### src/rtl/fetch_if.sv
// Fetch-stage control/loader/output bundle between the core (master) and fetch_unit (slave).
interface fetch_if #(
  parameter int unsigned XLEN = 32
);
  logic            stall;
  logic            redirect;
  logic [XLEN-1:0] redirect_addr;
  logic            load_en;
  logic [XLEN-1:0] load_addr;
  logic [XLEN-1:0] load_data;
  logic [XLEN-1:0] pc;
  logic [XLEN-1:0] instr;
  logic [XLEN-1:0] instr_pc;
  logic            instr_valid;
  logic            instr_fault;

  modport master (
    output stall, redirect, redirect_addr, load_en, load_addr, load_data,
    input  pc, instr, instr_pc, instr_valid, instr_fault
  );

  modport slave (
    input  stall, redirect, redirect_addr, load_en, load_addr, load_data,
    output pc, instr, instr_pc, instr_valid, instr_fault
  );
endinterface

### src/rtl/fetch_unit.sv
// Instruction fetch stage: PC, byte-addressed little-endian instruction memory,
// stall/redirect/flush, out-of-range fault and a word loader port.
module fetch_unit #(
  parameter int unsigned     XLEN      = 32,
  parameter int unsigned     MEM_BYTES = 64,
  parameter logic [XLEN-1:0] RESET_PC  = '0,
  parameter logic [31:0]     NOP_WORD  = 32'h0000_0013
) (
  input  logic   clk,
  input  logic   rst,
  fetch_if.slave bus
);

  localparam int unsigned W     = XLEN / 8;
  localparam int unsigned OB    = (W > 1) ? $clog2(W) : 1;
  localparam int unsigned IDX_W = (MEM_BYTES > 1) ? $clog2(MEM_BYTES) : 1;
  localparam int unsigned XW    = XLEN + 1;

  logic [7:0]      mem [MEM_BYTES];
  logic [XLEN-1:0] pc_q;
  logic [XLEN-1:0] instr_q;
  logic [XLEN-1:0] instr_pc_q;
  logic            instr_valid_q;
  logic            instr_fault_q;

  logic [XLEN-1:0] load_base;
  logic [XLEN-1:0] redirect_base;
  logic            load_ok;
  logic            fetch_ok;
  logic [XLEN-1:0] rd_word;

  // Clear the low word-offset bits of a byte address.
  function automatic logic [XLEN-1:0] align_w(input logic [XLEN-1:0] a);
    align_w = (a >> OB) << OB;
  endfunction

  // Aligned addresses and range checks; the extra top bit keeps addr+W from wrapping.
  always_comb begin
    load_base     = align_w(bus.load_addr);
    redirect_base = align_w(bus.redirect_addr);
    load_ok       = (XW'({1'b0, load_base}) + XW'(W)) <= XW'(MEM_BYTES);
    fetch_ok      = (XW'({1'b0, pc_q}) + XW'(W)) <= XW'(MEM_BYTES);
  end

  // Little-endian word assembled from the bytes at pc (used only when fetch_ok).
  always_comb begin
    rd_word = '0;
    for (int unsigned i = 0; i < W; i++) begin
      rd_word[8*i +: 8] = mem[IDX_W'(pc_q + XLEN'(i))];
    end
  end

  // PC / fetch registers and loader writes; memory itself is never reset,
  // and sharing the reset branch drops any load coincident with reset.
  always_ff @(posedge clk or negedge rst) begin
    if (!rst) begin
      pc_q          <= RESET_PC;
      instr_q       <= '0;
      instr_pc_q    <= '0;
      instr_valid_q <= 1'b0;
      instr_fault_q <= 1'b0;
    end else if (bus.load_en) begin
      if (load_ok) begin
        for (int unsigned i = 0; i < W; i++) begin
          mem[IDX_W'(load_base + XLEN'(i))] <= bus.load_data[8*i +: 8];
        end
      end
    end else if (bus.redirect) begin
      pc_q          <= redirect_base;
      instr_valid_q <= 1'b0;
    end else if (!bus.stall) begin
      instr_pc_q    <= pc_q;
      instr_valid_q <= 1'b1;
      pc_q          <= pc_q + XLEN'(W);
      if (fetch_ok) begin
        instr_q       <= rd_word;
        instr_fault_q <= 1'b0;
      end else begin
        instr_q       <= XLEN'(NOP_WORD);
        instr_fault_q <= 1'b1;
      end
    end
  end

  // Outputs come straight from registers.
  always_comb begin
    bus.pc          = pc_q;
    bus.instr       = instr_q;
    bus.instr_pc    = instr_pc_q;
    bus.instr_valid = instr_valid_q;
    bus.instr_fault = instr_fault_q;
  end

endmodule
### src/flat_wrapper.sv
// flat-port wrapper written by rule: the top's interface ports become plain ports
module fetch_unit_flat 
#(
  parameter int unsigned     XLEN      = 32,
  parameter int unsigned     MEM_BYTES = 64,
  parameter logic [XLEN-1:0] RESET_PC  = '0,
  parameter logic [31:0]     NOP_WORD  = 32'h0000_0013
)
  (clk, rst, bus_stall, bus_redirect, bus_redirect_addr, bus_load_en, bus_load_addr, bus_load_data, bus_pc, bus_instr, bus_instr_pc, bus_instr_valid, bus_instr_fault);
  fetch_if #(.XLEN(XLEN)) bus_i ();
  input  logic clk;
  input  logic rst;
  input wire logic [$bits(bus_i.stall)-1:0] bus_stall;
  input wire logic [$bits(bus_i.redirect)-1:0] bus_redirect;
  input wire logic [$bits(bus_i.redirect_addr)-1:0] bus_redirect_addr;
  input wire logic [$bits(bus_i.load_en)-1:0] bus_load_en;
  input wire logic [$bits(bus_i.load_addr)-1:0] bus_load_addr;
  input wire logic [$bits(bus_i.load_data)-1:0] bus_load_data;
  output wire logic [$bits(bus_i.pc)-1:0] bus_pc;
  output wire logic [$bits(bus_i.instr)-1:0] bus_instr;
  output wire logic [$bits(bus_i.instr_pc)-1:0] bus_instr_pc;
  output wire logic [$bits(bus_i.instr_valid)-1:0] bus_instr_valid;
  output wire logic [$bits(bus_i.instr_fault)-1:0] bus_instr_fault;
  assign bus_i.stall = bus_stall;
  assign bus_i.redirect = bus_redirect;
  assign bus_i.redirect_addr = bus_redirect_addr;
  assign bus_i.load_en = bus_load_en;
  assign bus_i.load_addr = bus_load_addr;
  assign bus_i.load_data = bus_load_data;
  assign bus_pc = bus_i.pc;
  assign bus_instr = bus_i.instr;
  assign bus_instr_pc = bus_i.instr_pc;
  assign bus_instr_valid = bus_i.instr_valid;
  assign bus_instr_fault = bus_i.instr_fault;
  fetch_unit #(.XLEN(XLEN), .MEM_BYTES(MEM_BYTES), .RESET_PC(RESET_PC), .NOP_WORD(NOP_WORD)) u_core (.clk(clk), .rst(rst), .bus(bus_i));
endmodule
### config.mk
export PLATFORM = sky130hd
export DESIGN_NAME = fetch_unit_flat
export DESIGN_NICKNAME = d
export VERILOG_FILES = /design/src/rtl/fetch_if.sv /design/src/rtl/fetch_unit.sv /design/src/flat_wrapper.sv
export SDC_FILE = /design/constraint.sdc
export NUM_CORES = 1
export LEC_CHECK = 0
export BUFFER_PORTS_ARGS = -buffer_cell sky130_fd_sc_hd__buf_4
export CAP_MARGIN = 25
export CORE_MARGIN = 2
export CORE_UTILIZATION = 54
export DETAILED_ROUTE_END_ITERATION = 10
export PLACE_DENSITY_LB_ADDON = 0.3
export RECOVER_POWER = 25
export SETUP_SLACK_MARGIN = 0.4
export SYNTH_ARGS = -nofsm -noshare
export SYNTH_HDL_FRONTEND = slang
export SYNTH_SLANG_ARGS = --single-unit
### constraint.sdc
create_clock -name clk -period 2.5 [get_ports clk]
set_input_delay 0.25 -clock clk [delete_from_list [all_inputs] [get_ports clk]]
set_output_delay 0.25 -clock clk [all_outputs]
set_load 0.1 [all_outputs]
==> results.toml <==
[logic_synthesis]
ys_types = 58
ys_ff_latch = 606
yosys_most_used_dff = "edfxtp_1"
avgSynthCellArea_um2 = 17.78
synth-edff-count = 512
ys_seq_area_share_pct = 72.06
synthArstFlopShare_pct = 15.51
yosys_warnings = 0
syn_area_um2 = 24600
synthCells = 1384

[placement]
dpl-instance-area_um2 = 28400
post-place-ws_ps = -318.1
dp.cells = 2219
post-dp-hpwl_um = 35180
io_buffers = 190
gp_congestion = 0.9185

[clock_network]
cts_buffers = 57
clkSlewWorstSetupHoldPaths_ps = 70
cts.htree.levels = 2
cts_root_buf = "clkbuf_16"
cts.sinks = 606
cts_buffer_depth = 3
clk_latency_ps = 650
cts_tree = "done"

[setup_path]
crit_start = "u_core.bus.pc[5]$_DFFE_PN0P_"
endpoint = "u_core.bus.instr[16]$_DFFE_PN0P_"
worstSetupEndpointType = "register"
r2r_slack_ps = -290
max_stage_delay_ps = 650
critical_path.cell_chain = "nand4_1 > or4_4 > nor3_4 > nand4b_1 > a21oi_4 > buf_12 > buf_12 > buf_12 > nand3_2 > o31ai_2"
slowest_stage = "or4_4"
start_kind = "register"
critPathKind = "reg -> reg"
worst_path_most_repeated_cell = "buf_12"
cp.required_ps = 3030
cp.arrival_ps = 3330
rr_endpoint = "u_core.bus.instr[16]$_DFFE_PN0P_"
reg2reg_depth = 10
reg2reg_from = "u_core.bus.pc[5]$_DFFE_PN0P_"
worstPathMaxFanout = 6

[outcome]
violations = "setup timing"
run_status = "finished, violations left"

[routing]
via_per_inst = 6.709
via_count = 16970
ant_nets = 0
routedWlPerCell_um = 33.16
drc = 0
drt-initial-drc-count = 2386
drt_pre_antenna_iters = 6
routed_wl_um = 83890

[timing]
worst_slew_pin_slew_ps = 1355
fin_crit_ps = 2794
finalCritPeriodShare_pct = 111.7
finalHoldViolCount = 0
setup_viol = 168
slew-limit-headroom_pct = 9.641
fin_ws_ps = -293.7
fin_worst_skew_ps = 31.50
fmax_mhz = 357.9
rsz0062_at_grt = "yes"
report.final.slew_viol_count = 0

[run]
max_cap_viol_count = 0

[layout]
drive_gt1_share_pct = 43.26
final_cells = 2530
nets = 1983
fin_util_pct = 74.75
final_cell_mix = "edfxtp_1 (512), buf_4 (283), mux4_2 (160)"
fin_area_um2 = 33780
layout_commonest_cell = "edfxtp_1"
areaGrowthSynthToFinish_pct = 37.30

[power]
power.density_nw_per_um2 = 770.1
p_leak_nw = 12.00
peakVddDrop_mv = 0.7678
power_mw = 26.01

[floorplan]
std_cell_rows = 78
die_w_um = 217.4
start_util_pct = 54.44
coreArea_um2 = 45190
die_h_um = 217.4
ios = 199
die_area_um2 = 47280

[global_routing]
grt_max_degree = 72
grt_pass1_vias = 16530
grtUsageTotal_pct = 32.57
antenna_found_initial = 4
grt_pass1_wl_um = 110300
grt_overflow = 0

[min_path]
hold_path.class = "in -> reg"
==> critical path, delay by kind of cell, from the launching register on <==
| kind | cells | cell delay, ps |
|---|---|---|
| simple gates | 5 | 1390 |
| compound gates | 2 | 510 |
| buf+inv | 3 | 410 |
| flops | 1 | 400 |
==> how the worst min path moves through the flow <==
stage	cells past startpoint	startpoint	slack, ps	end
finish	4	bus_redirect_addr[19]	40	u_core.bus.pc[19]$_DFFE_PN0P_
global route	4	bus_redirect_addr[19]	80	u_core.bus.pc[19]$_DFFE_PN0P_
CTS	4	bus_redirect_addr[19]	20	u_core.bus.pc[19]$_DFFE_PN0P_
detailed placement	2	rst	260	u_core.bus.instr_pc[18]$_DFFE_PN0P_
global placement	2	rst	260	u_core.bus.instr_pc[18]$_DFFE_PN0P_
floorplan	0	rst	-50	u_core.bus.instr[0]$_DFFE_PN0P_
==> registers in the layout, summed over array words and instances, names as in the netlist <==
register,cells
u_core.bus.instr,32
u_core.bus.instr_fault,1
u_core.bus.instr_valid,1
u_core.bus.instr_pc,30
u_core.mem,512
u_core.bus.pc,30
==> through the flow <==
step           hold WS [ps]  TNS [ps]
6_report              42.62     -9258
2_1_floorplan        -45.59   -440790
3_3_place_gp          258.3   -114200
4_1_cts               22.59     -5308
3_5_place_dp          264.6   -135490
5_1_grt               77.49    -28510
==> logic make-up after synthesis <==
family,Yosys count,synth area share [%]
AOI/OAI and AO/OA,162,4.165
xor gates and xnor gates,6,0.2136
adders and majority gates,2,0.1017
buffers and inverters,109,1.851
DFF,606,72.06
muxes,166,14.89
other,1,0.01524
and+or+nand+nor,332,6.703
==> final cells by class <==
cell class | instances | area [µm²]
well taps | 600 | 750.7
repair buffers | 532 | 5941
inverters | 10 | 37.54
fillers | 2389 | 11410
flip-flops and latches | 606 | 17800
clock inverters | 32 | 342.8
multi-input cells | 673 | 7325
clock buffers | 75 | 1575
diodes | 2 | 5.005
==> cells in the mapped netlist (4+ instances only) <==
library cell / instances / share of area (%)
nor3_1: 17 / 0.35
mux2i_1: 6 / 0.24
mux4_2: 160 / 15
nand3_1: 55 / 1.1
buf_2: 18 / 0.37
buf_1: 15 / 0.23
a32oi_1: 4 / 0.14
buf_4: 6 / 0.18
or2_2: 5 / 0.13
nand2b_1: 6 / 0.15
o32a_1: 4 / 0.16
edfxtp_1: 512 / 62
a22oi_1: 9 / 0.27
nand4_1: 15 / 0.38
clkbuf_1: 59 / 0.90
a21oi_1: 33 / 0.67
o21ai_0: 53 / 1.1
xor2_1: 4 / 0.14
and3_1: 12 / 0.31
a31oi_1: 7 / 0.18
nor2_1: 28 / 0.43
o31ai_1: 31 / 0.95
nor4_1: 29 / 0.74
and4_1: 8 / 0.28
dfrtp_1: 94 / 9.6
inv_1: 9 / 0.14
nand2_1: 136 / 2.1
==> power breakdown <==
group,switching (mW),internal [mW]
clock,4.04,5.07
sequential,0.160,11.2
combinational,3.47,2.10
==> per-layer routing <==
metal	global-route usage (%)	wire, µm	up-vias
met4	16.64	6029	4
li1	-	-	6631
met1	41.00	28120	8567
met2	54.60	41160	1401
met3	6.011	8546	371
met5	0	27	-
==> repair_timing <==
action | 4_1_cts | 5_1_grt
setup endpoints to repair | 341 | 555
cloned | 33 | 15
hold buffers | 60 | 0
endpoints found under the hold margin | 562 | 0
resized for setup | 128 | 77
setup buffers | 69 | 24
pin swaps | 48 | 27
Note: power is estimated with default switching activity, not from simulation.
